`src/rtl/pipeline_hazard_controller_pkg.sv`:
```
// rtl/pipeline_hazard_controller_pkg.sv - shared types and defaults for the pipeline hazard controller
package pipeline_hazard_controller_pkg;

  typedef enum logic [1:0] {
    ST_RUN    = 2'd0,
    ST_DRAIN  = 2'd1,
    ST_HALTED = 2'd2
  } ctrl_state_t;

  localparam int HALT_REG_DEFAULT     = 17;
  localparam int DRAIN_CYCLES_DEFAULT = 3;
  localparam int CNT_W_DEFAULT        = 32;

endpackage

```
`src/rtl/pipeline_hazard_controller_hazard_detect.sv`:
```
// rtl/pipeline_hazard_controller_hazard_detect.sv - combinational load-use and ecall-operand hazard detection
module pipeline_hazard_controller_hazard_detect
  import pipeline_hazard_controller_pkg::*;
#(
  parameter int HALT_REG = HALT_REG_DEFAULT
) (
  input  logic [4:0] id_rs1,
  input  logic [4:0] id_rs2,
  input  logic       id_use_rs1,
  input  logic       id_use_rs2,
  input  logic       id_is_ecall,
  input  logic [4:0] ex_rd,
  input  logic       ex_mem_read,
  input  logic       ex_reg_write,
  input  logic [4:0] mem_rd,
  input  logic       mem_reg_write,
  input  logic [4:0] wb_rd,
  input  logic       wb_reg_write,
  output logic       load_use,
  output logic       ecall_haz
);

  localparam logic [4:0] HREG = 5'(HALT_REG);

  // x0 is never a real producer, so a load targeting it cannot create a dependency
  assign load_use = ex_mem_read && (ex_rd != 5'd0) &&
                    ((id_use_rs1 && (id_rs1 == ex_rd)) ||
                     (id_use_rs2 && (id_rs2 == ex_rd)));

  assign ecall_haz = id_is_ecall &&
                     ((ex_reg_write  && (ex_rd  == HREG)) ||
                      (mem_reg_write && (mem_rd == HREG)) ||
                      (wb_reg_write  && (wb_rd  == HREG)));

endmodule

```
`src/rtl/pipeline_hazard_controller.sv`:
```
// rtl/pipeline_hazard_controller.sv - RV32I pipeline stall/flush/halt sequencer with saturating perf counters
module pipeline_hazard_controller
  import pipeline_hazard_controller_pkg::*;
#(
  parameter int CNT_W        = CNT_W_DEFAULT,
  parameter int DRAIN_CYCLES = DRAIN_CYCLES_DEFAULT,
  parameter int HALT_REG     = HALT_REG_DEFAULT
) (
  input  logic             clk,
  input  logic             reset,
  input  logic [4:0]       id_rs1,
  input  logic [4:0]       id_rs2,
  input  logic             id_use_rs1,
  input  logic             id_use_rs2,
  input  logic             id_is_ecall,
  input  logic             id_halt_cond,
  input  logic [4:0]       ex_rd,
  input  logic             ex_mem_read,
  input  logic             ex_reg_write,
  input  logic [4:0]       mem_rd,
  input  logic             mem_reg_write,
  input  logic [4:0]       wb_rd,
  input  logic             wb_reg_write,
  input  logic             ex_branch_taken,
  output logic             pc_write,
  output logic             pc_src,
  output logic             if_id_write,
  output logic             if_id_flush,
  output logic             id_ex_flush,
  output logic             is_halted,
  output logic [CNT_W-1:0] stall_count,
  output logic [CNT_W-1:0] flush_count
);

  localparam int DCW = $clog2(DRAIN_CYCLES + 1);

  ctrl_state_t    state;
  logic [DCW-1:0] drain_cnt;
  logic           load_use;
  logic           ecall_haz;
  logic           stall_ev;
  logic           flush_ev;
  logic           halt_go;

  pipeline_hazard_controller_hazard_detect #(.HALT_REG(HALT_REG)) u_hazard_detect (
    .id_rs1        (id_rs1),
    .id_rs2        (id_rs2),
    .id_use_rs1    (id_use_rs1),
    .id_use_rs2    (id_use_rs2),
    .id_is_ecall   (id_is_ecall),
    .ex_rd         (ex_rd),
    .ex_mem_read   (ex_mem_read),
    .ex_reg_write  (ex_reg_write),
    .mem_rd        (mem_rd),
    .mem_reg_write (mem_reg_write),
    .wb_rd         (wb_rd),
    .wb_reg_write  (wb_reg_write),
    .load_use      (load_use),
    .ecall_haz     (ecall_haz)
  );

  // Defaults are the frozen/bubbling outputs used in reset, DRAIN and HALTED
  always_comb begin
    pc_write    = 1'b0;
    pc_src      = 1'b0;
    if_id_write = 1'b0;
    if_id_flush = 1'b1;
    id_ex_flush = 1'b1;
    stall_ev    = 1'b0;
    flush_ev    = 1'b0;
    halt_go     = 1'b0;
    if (reset && (state == ST_RUN)) begin
      if (ex_branch_taken) begin
        pc_src      = 1'b1;
        pc_write    = 1'b1;
        if_id_write = 1'b1;
        flush_ev    = 1'b1;
      end else if (load_use || ecall_haz) begin
        if_id_flush = 1'b0;
        stall_ev    = 1'b1;
      end else if (id_is_ecall && id_halt_cond) begin
        if_id_write = 1'b1;
        id_ex_flush = 1'b0;
        halt_go     = 1'b1;
      end else begin
        pc_write    = 1'b1;
        if_id_write = 1'b1;
        if_id_flush = 1'b0;
        id_ex_flush = 1'b0;
      end
    end
  end

  always_ff @(posedge clk or negedge reset) begin
    if (!reset) begin
      state     <= ST_RUN;
      drain_cnt <= '0;
      is_halted <= 1'b0;
    end else begin
      case (state)
        ST_RUN: begin
          if (halt_go) begin
            state     <= ST_DRAIN;
            drain_cnt <= DCW'(DRAIN_CYCLES - 1);
          end
        end
        ST_DRAIN: begin
          if (drain_cnt == '0) begin
            state     <= ST_HALTED;
            is_halted <= 1'b1;
          end else begin
            drain_cnt <= drain_cnt - DCW'(1);
          end
        end
        ST_HALTED: state <= ST_HALTED;
        default:   state <= ST_RUN;
      endcase
    end
  end

  // Counters saturate so a long-running program never reports a wrapped small value
  always_ff @(posedge clk or negedge reset) begin
    if (!reset) begin
      stall_count <= '0;
      flush_count <= '0;
    end else begin
      if (stall_ev && (stall_count != '1)) stall_count <= stall_count + CNT_W'(1);
      if (flush_ev && (flush_count != '1)) flush_count <= flush_count + CNT_W'(1);
    end
  end

endmodule

```
`config.mk`:
```
export PLATFORM = sky130hd
export DESIGN_NAME = pipeline_hazard_controller
export DESIGN_NICKNAME = d
export VERILOG_FILES = /design/src/rtl/pipeline_hazard_controller_pkg.sv /design/src/rtl/pipeline_hazard_controller_hazard_detect.sv /design/src/rtl/pipeline_hazard_controller.sv
export SDC_FILE = /design/constraint.sdc
export NUM_CORES = 1
export LEC_CHECK = 0
export BUFFER_PORTS_ARGS = -buffer_cell sky130_fd_sc_hd__buf_2
export CAP_MARGIN = 15
export CORE_ASPECT_RATIO = 1.25
export CORE_MARGIN = 2
export CORE_UTILIZATION = 47
export DETAILED_ROUTE_END_ITERATION = 6
export GPL_TIMING_DRIVEN = 0
export PLACE_DENSITY_LB_ADDON = 0.08
export SKIP_CTS_REPAIR_TIMING = 1
export SKIP_LAST_GASP = 1
export SYNTH_ARGS = -nofsm -noshare
export SYNTH_HDL_FRONTEND = slang
export SYNTH_SLANG_ARGS = --single-unit
```
`constraint.sdc`:
```
create_clock -name clk -period 2 [get_ports clk]
set_clock_uncertainty 0.1 [all_clocks]
set_input_delay 0.2 -clock clk [delete_from_list [all_inputs] [get_ports clk]]
set_output_delay 0.2 -clock clk [all_outputs]
set_load 0.01 [all_outputs]
```
# Word level (Yosys, flattened, before mapping)
# Index checks and enable logic that the tools add are counted.
[classes]
reduce_logical = 23
n_eq_ne = 12
addsub = 3
n_mux = 26
[op_table]
columns = ["operator", "n"]
rows = [
  ["$add 32x1->32 const B", 2],
  ["$ne 32x32->1 const B", 2],
  ["$mux 1", 20],
  ["$eq 5x5->1 const B", 3],
  ["$logic_and 1x1->1", 12],
  ["$eq 5x5->1", 2],
  ["$mux 2", 4],
  ["$ne 2x2->1 const B", 3],
  ["$pmux 2 s3", 1],
  ["$reduce_bool 5->1", 1],
  ["$logic_not 2->1", 2],
  ["$logic_or 1x1->1", 4],
  ["$pmux 2 s2", 1],
  ["$reduce_and 2->1", 2],
  ["$reduce_and 3->1", 1],
  ["$eq 2x1->1 const B", 1],
  ["$eq 2x2->1 const B", 1],
  ["$reduce_bool 2->1", 1],
  ["$sub 2x1->2 const B", 1],
]
[totals]
in_bits = 36
register_bits = 69

# Depth between registers and ports, before layout
[logic_depth]
ltp_word = 11
depth_mapped = 8

# By module
# A second synthesis with hierarchy kept.
[hier_totals]
cells_unflattened = 360
area_unflattened_um2 = 3663.5
[modules_own_cells]
columns = ["module", "n_inst", "area_each_um2", "seq_area_each_um2", "cells_per_inst"]
rows = [
  ["pipeline_hazard_controller", 1, 3483.3, 1726.7, 336],
  ["pipeline_hazard_controller_hazard_detect", 1, 180.2, 0.0, 24],
]

# Least setup slack after synthesis
# Ideal clock, no wire load.
[synth_path]
path_type = "register to register"
from = "register stall_count[0]"
to = "register stall_count[28]"
stages_incl_launch_ff = 8
arrival_ns = 2.009
slack_ns = -0.188
path_cell_list = "dfrtp_1 > ha_1 > nand4_1 > nor3_4 > nand3_2 > or4_1 > nor2_1 > xor2_1"
[synth_via]
elab_chain_len = 2
word_cells_on_any_way = 3
cone_classes = "1 x add/sub; 1 x eq/ne; 1 x reduce/logical"
[synth_rtl]
columns = ["item", "line_no", "source"]
rows = [
  ["start: declaration", "pipeline_hazard_controller.sv:31", "output logic [CNT_W-1:0] stall_count,"],
  ["start signal: assignment", "pipeline_hazard_controller.sv:127", "if (stall_ev && (stall_count != '1)) stall_count <= stall_count + CNT_W'(1);"],
  ["branches (longest 2 deep; another with $add 32x1->32)", "--", ""],
]
# Several ways; the timed one is not identified.
# A chain may end at the register's enable or synchronous reset.

# Worst setup path in the final report
[layout_path]
from = "register stall_count[1]"
to = "register stall_count[28]"
# Same word-level chain as after synthesis.

==> flow_summary.yaml <==
sta:
  maxSlewViolCount: 0
  fin_ws_ps: -192.1
  rsz0062_at_grt: "yes"
  fmax_ghz: 0.4562
  setup_viol: 33
  fin_hold_ws_ps: -462.4
  fin_crit_sh: 1.096
  setup_tns_ps: -3338
  layout_min_cycle_time_ps: 2192
  final_hold_viol_count: 69
  max_slew.worst_pin.slew_ps: 421.1
  slew_headroom: 0.7153
placed_design:
  hpwlAfterDp_um: 6197
  post-place-ws_ps: -407.9
  gp_congestion: 0.8110
  placed_area_sq_um: 4367
  portBuffers: 105
yosys:
  synth.largest_area_cell: "dfrtp_1"
  synth-seq-cells: 69
  synthArstFlopShare: 1.000
  yosysWarnings: 0
  netlist_area_sq_um: 3654
  synth_area_leaders: "dfrtp_1, xor2_1, xnor2_1"
  netlist.area_leader.share: 0.4726
  syn_nets: 400
  synth_edf_count: 0
  synth_area_per_cell_sq_um: 10.21
  ys_seq_area_frac: 0.4726
  ys.flop_type: "dfrtp_1"
  yosysUniqueCellTypes: 43
  syn_inst: 358
power_and_ir_drop:
  irDropWorstVdd_mv: 0.6162
  p_int_mw: 2.595
  switching_power_mw: 1.132
  p_comb_frac: 0.269
  clockPowerShare: 0.300
  power_frac_seq: 0.431
  p_leak_nw: 2.709
  switching_share: 0.3037
  p_per_area_nw_per_um2: 697.6
setup_path:
  cp_num_buf_inv: 0
  crit_slowest_cell: "or4_4"
  cp.required_ps: 2170
  critPathCaptureType: "register"
  crit_chain: "ha_4 > nand4_1 > nor3_4 > nand3_4 > or4_4 > nor2_4 > xor2_1"
  critPathKind: "reg2reg"
  r2r_cells: 7
  crit_fanout: 6
  cp.depth: 7
  cp.arrival_ps: 2360
  critPathMaxStageDelay_ps: 460
  critPathTopFamily: "simple AND/OR/NAND/NOR gates"
  cp-start-kind: "register"
die:
  initial_utilization: 0.4908
  dieArea_sq_um: 8499
  io_pins: 106
  rows: 35
  dieHeight_um: 102.6
  core_area_sq_um: 7445
  dieWidth_um: 82.86
cts:
  clock_sinks: 69
  clock_latency_ps: 350
  cts_tree: "done"
  clkTransAtPathRegs_ps: 80
  clockRootBuffer: "clkbuf_8"
  cts_buffer_depth: 2
  htreeDepth: 3
  numCtsBuffers: 9
route:
  num_vias: 3289
  dr.pass1.iters: 4
  post_drt_wl_per_cell_um: 15.38
  wl_um: 9567
  drc: 0
  post_drt_via_cell_ratio: 5.288
  first_iter_violations: 118
  ant_nets: 0
outcome:
  outcome: "finished with violations"
  failed_checks: "hold timing, setup timing"
grt:
  grtUsageTotal: 0.2086
  grt_util_met2: 0.3573
  grt_pass1_vias: 3001
  met1_usage: 0.2621
  grt_max_degree: 71
  grt_overflow: 0
  met3_usage: 0.03763
  antenna_found_initial: 0
  grt_pass1_wl_um: 14260
  busiest_layer: "met2"
finish:
  fillers: 566
  ff_latch_area_sq_um: 1742
  multi_input_area_sq_um: 2177
  final_area_sq_um: 5341
  layout_commonest_cell: "buf_2"
  most-common-layout-cells: "buf_2, dfrtp_1, buf_4"
  utilization: 0.7175
  area_growth_pct: 46.20
  num-nets-final: 568
  num_antenna_cells: 0
  drive_gt1_frac: 0.4717
flow_run:
  drv_cap: 0
hold_path:
  hp-class: "in2async"
synth_stat cells, drive strengths merged, types with 2 or more instances:
library cell	n
or3	2
nor3b	2
or2	3
a21oi	4
or4	3
nor2	31
nor4b	6
and4	4
and3	3
buf	5
nand2	32
dfrtp	69
nand4	19
nor4	16
nand3	26
xnor2	24
nand4b	2
mux2	6
a32oi	2
xor2	47
and2	3
nand2b	3
clkbuf	2
nor3	16
ha	6
inv	14
cell families (layout without fill, tap and decap cells):
group,Yosys count,count (layout),synth area share
buffers and inverters,21,193,0.02671
AO/OA/AOI/OAI,14,14,0.02911
XOR/XNOR,71,71,0.1702
multiplexers,6,6,0.01849
AND/OR/NAND/NOR,171,171,0.2623
adder cells (fa/ha/maj),6,6,0.02055
flip-flops,69,69,0.4726
power by group through the flow:
stage                     Sequential, mW  Clock [mW]  Combinational [mW]
after floorplan                     1.63           0               0.384
after global placement              1.62           0               0.630
after detailed placement            1.63           0               0.657
after CTS                           1.60        1.15               0.659
after global routing                1.62        1.21                1.10
final                               1.61        1.12                1.00
sequential cells by signal, indices dropped and copies added (netlist names):
signal       cells
flush_count     32
stall_count     32
is_halted        1
state            2
drain_cnt        2
metal layers:
layer	wire length (um)	share of wire
met4	146	0.015
met5	0	0
met3	351	0.037
met1	4029	0.42
met2	5039	0.53
through the flow:
step / power (mW) / hold WS, ps / std cells
finish: 3.726 / -462.4 / 622
CTS: 3.407 / -476.1 / 571
global placement: 2.252 / 348.0 / 555
detailed placement: 2.286 / -99.27 / 556
global route: 3.931 / -478.5 / 622
floorplan: 2.018 / -195.6 / 358
area by class of cell:
class | instances | share of cell area
plain buffers | 6 | 0.01218
clock buffers | 9 | 0.02319
clock inverters | 6 | 0.01218
inverters | 14 | 0.009838
multi-input cells | 268 | 0.4076
flip-flops and latches | 69 | 0.3261
well taps | 92 | 0.02155
repair buffers | 158 | 0.1874
worst reg2reg max path, stage by stage, from the launching register on:
cell and delay, ps:
dfrtp_1 400, ha_4 160, nand4_1 220, nor3_4 340, nand3_4 140, or4_4 470
nor2_4 150, xor2_1 140
worst paths after layout:
kind	startpoint	endpoint	slack [ps]
min in group clk	ex_branch_taken	flush_count[0]	270
hold reg to reg	is_halted	is_halted	370
hold / removal	reset	stall_count[29]	-460
max in group asynchronous	reset	flush_count[15]	1700
setup reg to reg	stall_count[1]	stall_count[28]	-190
setup / recovery	stall_count[1]	stall_count[28]	-190
(Power assumes the default switching activity.)
